<file path="src/rtl/line_bank_sched.sv">
// Line bank scheduler: hands two line buffers back and forth between the
// video input writer and the scaler reader, one full line at a time, and
// sequences each frame through sync, run and drain phases.
module line_bank_sched (
    input  logic        vin_clk,
    input  logic        rst,
    input  logic        frame_start,
    input  logic [15:0] vin_xres,
    input  logic [15:0] vin_yres,
    input  logic        wr_valid,
    input  logic [15:0] vin_wr_x,
    input  logic [15:0] vin_wr_y,
    input  logic        rd_req,
    input  logic        rd_done,
    output logic        frame_sync_n,
    output logic        vout_ready,
    output logic        wr_en,
    output logic        wr_bank,
    output logic [15:0] wr_addr,
    output logic        rd_grant,
    output logic        rd_bank,
    output logic [15:0] rd_line_y,
    output logic        frame_done,
    output logic        frame_err
);

    typedef enum logic [1:0] {
        ST_IDLE,
        ST_SYNC,
        ST_RUN,
        ST_DRAIN
    } frame_state_t;

    typedef enum logic [1:0] {
        BANK_FREE,
        BANK_FILLING,
        BANK_FULL,
        BANK_READING
    } bank_state_t;

    frame_state_t state;
    frame_state_t state_nxt;
    bank_state_t  bank_st     [2];
    bank_state_t  bank_st_nxt [2];
    logic [15:0]  bank_line   [2];
    logic         wp;
    logic         rp;
    logic         wp_nxt;
    logic         rp_nxt;

    logic wr_target_open;
    logic line_end;
    logic frame_end;
    logic overrun;
    logic rd_take;
    logic rd_release;
    logic drain_done;
    logic vout_ready_nxt;

    // Decode the per-cycle events: legal writes, line/frame ends, overruns,
    // read grants and releases, and drain completion.
    always_comb begin
        wr_target_open = (bank_st[wp] == BANK_FREE) || (bank_st[wp] == BANK_FILLING);
        wr_en          = wr_valid && (state == ST_RUN) && wr_target_open;
        wr_bank        = wp;
        wr_addr        = vin_wr_x;
        line_end       = wr_en && (vin_wr_x == (vin_xres - 16'd1));
        frame_end      = line_end && (vin_wr_y == (vin_yres - 16'd1));
        overrun        = wr_valid && (state == ST_RUN) && !wr_target_open;
        rd_take        = rd_req && ((state == ST_RUN) || (state == ST_DRAIN))
                         && (bank_st[rp] == BANK_FULL);
        rd_release     = rd_done && (bank_st[rp] == BANK_READING);
        drain_done     = (state == ST_DRAIN) && (bank_st[0] == BANK_FREE)
                         && (bank_st[1] == BANK_FREE);
    end

    // Next frame state, bank states and pointers; writer and reader never
    // touch the same bank in one cycle, so their updates are independent.
    always_comb begin
        state_nxt      = state;
        bank_st_nxt[0] = bank_st[0];
        bank_st_nxt[1] = bank_st[1];
        wp_nxt         = wp;
        rp_nxt         = rp;

        case (state)
            ST_IDLE:  if (frame_start) state_nxt = ST_SYNC;
            ST_SYNC:  state_nxt = ST_RUN;
            ST_RUN:   if (frame_end) state_nxt = ST_DRAIN;
            ST_DRAIN: if (drain_done) state_nxt = ST_IDLE;
            default:  state_nxt = ST_IDLE;
        endcase

        if (wr_en) begin
            if (line_end) begin
                bank_st_nxt[wp] = BANK_FULL;
                wp_nxt          = ~wp;
            end else if (bank_st[wp] == BANK_FREE) begin
                bank_st_nxt[wp] = BANK_FILLING;
            end
        end

        if (rd_take) begin
            bank_st_nxt[rp] = BANK_READING;
        end

        if (rd_release) begin
            bank_st_nxt[rp] = BANK_FREE;
            rp_nxt          = ~rp;
        end

        if (((state == ST_IDLE) && frame_start) || (state == ST_SYNC)) begin
            bank_st_nxt[0] = BANK_FREE;
            bank_st_nxt[1] = BANK_FREE;
            wp_nxt         = 1'b0;
            rp_nxt         = 1'b0;
        end

        vout_ready_nxt = (state_nxt == ST_RUN)
                         && ((bank_st_nxt[wp_nxt] == BANK_FREE)
                             || (bank_st_nxt[wp_nxt] == BANK_FILLING));
    end

    // Register the frame FSM, bank bookkeeping and all status outputs.
    always_ff @(posedge vin_clk) begin
        if (rst) begin
            state        <= ST_IDLE;
            bank_st[0]   <= BANK_FREE;
            bank_st[1]   <= BANK_FREE;
            bank_line[0] <= 16'd0;
            bank_line[1] <= 16'd0;
            wp           <= 1'b0;
            rp           <= 1'b0;
            frame_sync_n <= 1'b1;
            vout_ready   <= 1'b0;
            rd_grant     <= 1'b0;
            rd_bank      <= 1'b0;
            rd_line_y    <= 16'd0;
            frame_done   <= 1'b0;
            frame_err    <= 1'b0;
        end else begin
            state        <= state_nxt;
            bank_st[0]   <= bank_st_nxt[0];
            bank_st[1]   <= bank_st_nxt[1];
            wp           <= wp_nxt;
            rp           <= rp_nxt;
            if (line_end) begin
                bank_line[wp] <= vin_wr_y;
            end
            frame_sync_n <= (state_nxt != ST_SYNC);
            vout_ready   <= vout_ready_nxt;
            rd_grant     <= rd_take;
            if (rd_take) begin
                rd_bank   <= rp;
                rd_line_y <= bank_line[rp];
            end
            frame_done   <= drain_done;
            if ((frame_start && (state != ST_IDLE)) || overrun) begin
                frame_err <= 1'b1;
            end
        end
    end

endmodule

</file>
<file path="config.mk">
export PLATFORM = sky130hd
export DESIGN_NAME = line_bank_sched
export DESIGN_NICKNAME = d
export VERILOG_FILES = /design/src/rtl/line_bank_sched.sv
export SDC_FILE = /design/constraint.sdc
export NUM_CORES = 1
export LEC_CHECK = 0
export BUFFER_PORTS_ARGS = -buffer_cell sky130_fd_sc_hd__clkbuf_2
export CORE_ASPECT_RATIO = 0.5
export CORE_MARGIN = 2
export CORE_UTILIZATION = 53
export CTS_BUF_LIST = sky130_fd_sc_hd__clkbuf_16
export DETAILED_ROUTE_END_ITERATION = 8
export PLACE_DENSITY = 0.81
export SLEW_MARGIN = 20
export SYNTH_ARGS = -nofsm -noshare
export SYNTH_HDL_FRONTEND = slang
export SYNTH_SLANG_ARGS = --single-unit
</file>
<file path="constraint.sdc">
create_clock -name vin_clk -period 3.5 [get_ports vin_clk]
set_input_delay 0.175 -clock vin_clk [delete_from_list [all_inputs] [get_ports vin_clk]]
set_output_delay 0.175 -clock vin_clk [all_outputs]
set_load 0.005 [all_outputs]
</file>
Word-level counts from Yosys, hierarchy flattened:

Memory sizes are Yosys's and may differ from the RTL's. A register that Yosys moved wholly into a read port is not among the register bits.
Cells that the tools add are included.

* add/sub/neg operators: 2
* multiply operators: 0
* divide/modulo/power cells: 0
* $lt $le $gt $ge: 5
* equal/unequal tests: 11
* shifts and indexed selects: 0
* multiplexer cells: 34
* bitwise operators: 16
* reductions and logical operators: 29

Operators with widths (number)
* equality test 16 bit: 2
* subtractor 16 x 1 -> 16 bit, second input constant: 2
* two-way mux 4 bit: 6
* two-way mux 2 bit: 10
* two-way mux 16 bit: 1
* OR reduction 16 bit: 1
* logical AND 1 bit: 15
* two-way mux 1 bit: 14
* equality test 2 bit, second input constant: 5
* logical NOT 2 bit: 5
* case mux 2 bit (4 select lines): 1
* equality test 2 x 1 -> 1 bit, second input constant: 3
* >= comparator 2 bit, second input constant: 3
* inverter 1 -> 2 bit: 3
* logical OR 1 bit: 5
* AND 2 bit: 2
* AND 4 bit: 1
* demux 2 bit (select 1 bit): 2
* < comparator 2 x 1 -> 1 bit, second input constant: 2
* inverter 2 bit: 2
* inverter 4 bit: 1
* bitwise OR 2 bit: 2
* bitwise OR 4 bit: 1
* != test 2 x 1 -> 1 bit, second input constant: 1
* other kinds (5): 7

* flip-flop bits (word level): 10
* latch bits: 0
* memory bits (writable): 36
* bits in read-only memories: 0
* output and inout port bits: 40
* word-level logic and storage cells: 108
* memories kept: 2

Memory list
* bank_line: words 2, bits a word 16, rd ports 1, clocked after memory_dff 1, write ports 2, RTL line 45 `logic [15:0] bank_line [2];`
* bank_st: words 2, bits a word 2, rd ports 4, clocked after memory_dff 2, write ports 2, RTL line 43 `bank_state_t bank_st [2];`

Depth between registers and ports, before layout:

* depth in word-level cells: 21
* gate-level depth with buffers: 11

Least setup slack after synthesis:

Ideal clock, no wire load.

* path kind: input to register
* from: input port vin_xres[0]
* to: memory bank_line[1][0], enable pin
* library setup time: 375 ps
* arrival time: 2399 ps
* path slack: 726 ps
* cell stages on the path: 9
* buffers on the path: 0
* cell sequence: inv_1 -> ha_1 -> nor3b_2 -> nand3_2 -> a2111o_1 -> nor4b_1 -> nand4_1 -> or2_2 -> nand2b_1

RTL lines
* from (decl): RTL line 8 `input logic [15:0] vin_xres,`
* to (decl): RTL line 45

==> reports/qor.yml <==
crit_fanout: 16
root_buffer: "clkbuf_16"
port_buffers: 109
die_area_sq_mm: 0.00815
maxSlewViolCount: 0
ys_ff_latch: 63
clock_sinks: 63
critPathRequiredTime_ns: 3.51
synth_common_cells: "34 x and2_1, 34 x nor2_1, 32 x edfxtp_1"
synth_top_area_share_pct: 24.5
antenna_found_initial: 0
fp.dieH_um: 64.8
status: "finished clean"
ys.flop_type: "edfxtp_1"
fill_cells: 592
synth_cell_type_count: 62
yosysWarnings: 0
place.gp.congestion: 0.892
vias: 3305
core_area_sq_mm: 0.00724
num_rows: 22
drive_above_1_share_pct: 27.8
clk-insertion-delay-late_ns: 0.32
cts_tree: "yes"
viasPerCell: 5.52
ys_async_sr_fraction_pct: 0
fin_skew_ns: 0.00623
fin_crit_ns: 2.87
drcViolationCount: 0
n_antenna_cell: 0
wl_um: 8830
initial_core_util_pct: 54.2
cts_buffers: 9
setup_violations: 0
synth_edf_count: 32
hold_class: "in -> reg"
leakage_nw: 1.85
grt_pass1_wl_um: 14700
p_per_area_mw_per_mm2: 395
dpl.hpwl_um: 6750
arrival_ns: 2.88
area_growth_pct: 19.9
ant_nets: 0
wl_per_cell_um: 14.7
critPathKind: "reg -> reg"
synth.yosys.seq_area_share_pct: 40.3
drt_pass1_iterations: 4
grt_pass1_vias: 3168
htree_levels: 3
setup.worst_path.start_class: "flip-flop"
final_util_pct: 65.0
post-cts-setup-buffers: 0
clockBufferDepth: 2
worstSetupEndpointType: "flip-flop"
syn_nets: 479
cts-hold-fix-buffers: 0
fmax_mhz: 349
synth_area_leader_cell: "edfxtp_1"
cts.clk_slew.worst_paths_ns: 0.05
tightestPinTransition_ns: 0.778
grt_remaining_overflow: 0
rsz0062_at_grt: "false"
setup-tns-final_ns: 0
grt_start_max_net_pins: 32
slew_headroom_pct: 47.7
period_share_pct: 82.0
ctsResizeCount: 0
drtIter0Drc: 168
synthTopCellsByArea: "edfxtp_1 24%, dfxtp_1 16%, mux2i_1 5.9%"
syn_area_sq_mm: 0.00392
finalHoldViolations: 0
io-pin-count: 110
synthCells: 407
cap_violations: 0
finalNetCount: 570
die_width_um: 126
vdd_drop_max_uv: 263
postSynthAreaPerCell_sq_um: 9.64
grtUsageTotal_pct: 22.8
[metrics by stage]
stage | instances | hold slack [ns] | setup WS (ns) | area [sq um] | power, W
after CTS | 599 | 0.111 | 0.601 | 4700 | 0.00187
final | 599 | 0.117 | 0.631 | 4700 | 0.00186
after floorplan | 407 | 0.286 | 0.726 | 3920 | 0.000956
after global routing | 599 | 0.149 | 0.349 | 4700 | 0.00194
after global placement | 583 | 0.436 | 0.575 | 4420 | 0.00105
after detailed placement | 583 | 0.439 | 0.504 | 4420 | 0.00106
[cell usage in the layout, fill, tap and decap left out, types with 2 or more instances in the layout]
| cell | count |
|---|---|
| a211oi_1 | 18 |
| a21oi_1 | 17 |
| a31oi_1 | 3 |
| and2_1 | 34 |
| and3_1 | 2 |
| and3b_1 | 2 |
| buf_4 | 3 |
| clkbuf_16 | 9 |
| clkbuf_2 | 109 |
| dfxtp_1 | 30 |
| edfxtp_1 | 32 |
| ha_1 | 2 |
| inv_1 | 14 |
| mux2i_1 | 23 |
| nand2_1 | 14 |
| nand2b_1 | 5 |
| nand3_1 | 7 |
| nand3b_1 | 2 |
| nand4_1 | 7 |
| nand4b_1 | 4 |
| nor2_1 | 33 |
| nor2_2 | 2 |
| nor2b_1 | 4 |
| nor3_1 | 15 |
| nor3b_1 | 7 |
| nor4_1 | 2 |
| nor4_4 | 3 |
| o2111ai_1 | 2 |
| o211ai_1 | 2 |
| o21ai_0 | 9 |
| or2_2 | 5 |
| or3_1 | 3 |
| or4_1 | 3 |
| xnor2_1 | 26 |
| xor2_1 | 21 |
[final timing paths]
kind	start	slack [ns]	depth (start not counted)	end
worst max-delay path	wr_bank$_SDFF_PP0_	0.63	8	bank_line[1][2]$_SDFFCE_PN0P_
worst min-delay path	frame_start	0.12	2	frame_sync_n$_SDFF_PP1_
worst max register to register	wr_bank$_SDFF_PP0_	0.63	8	bank_line[1][2]$_SDFFCE_PN0P_
worst min register to register	frame_err$_SDFFE_PP0P_	0.44	2	frame_err$_SDFFE_PP0P_
[layout make-up]
cell class / instances / area (sq um) / share of cell area, %
Inverter: 11 / 41.3 / 0.878
Clock buffer: 9 / 225 / 4.79
Multi-Input combinational cell: 301 / 2110 / 44.8
Timing Repair Buffer: 112 / 568 / 12.1
Clock inverter: 7 / 57.6 / 1.22
Tap cell: 96 / 120 / 2.55
Sequential cell: 63 / 1580 / 33.7
[sequential cells by signal, summed over array words and instances, names as in the netlist, named ones only]
| name | count |
|---|---|
| bank_line | 32 |
| bank_st | 4 |
| frame_done | 1 |
| frame_err | 1 |
| frame_sync_n | 1 |
| rd_bank | 1 |
| rd_grant | 1 |
| rd_line_y | 16 |
| rp | 1 |
| state | 2 |
| vout_ready | 1 |
| wr_bank | 1 |
[power breakdown]
group | internal, W | leakage (nW) | switching, W
sequential | 0.000793 | 0.581 | 0.00000956
combinational | 0.000105 | 1.12 | 0.000136
clock | 0.000537 | 0.147 | 0.000276
total | 0.00143 | 1.85 | 0.000421
[critical path, cell delays in order (launching register included)]
cell and delay (ns):
dfxtp_1 0.40, mux2i_1 0.30, nand4_1 0.11, a2111o_1 0.41, nor4b_1 0.29, nand4_1 0.28, or2_2 0.40, nand2b_1 0.10
buf_4 0.24
[logic make-up (layout without fill, tap and decap cells)]
family,after synthesis,after routing,share of synthesized area [%]
DFF,63,63,40.3
muxes,23,23,5.87
AOI/OAI and AO/OA,67,67,11.6
and+or+nand+nor,162,162,25.0
adders and majority gates,2,2,0.638
xor gates and xnor gates,47,47,10.5
buffers and inverters,43,139,6.00
[metal layers]
| layer | GRT usage [%] | up-vias | wire, um | share of wire (%) |
|---|---|---|---|---|
| met5 | 0 | - | 0 | 0 |
| met4 | 7.92 | 0 | 114 | 1.3 |
| met3 | 4.46 | 11 | 603 | 6.8 |
| met2 | 39.1 | 126 | 4090 | 46 |
| met1 | 29.3 | 1524 | 4020 | 46 |
| li1 | - | 1644 | - | - |
Power figures use the tool's default switching activity.
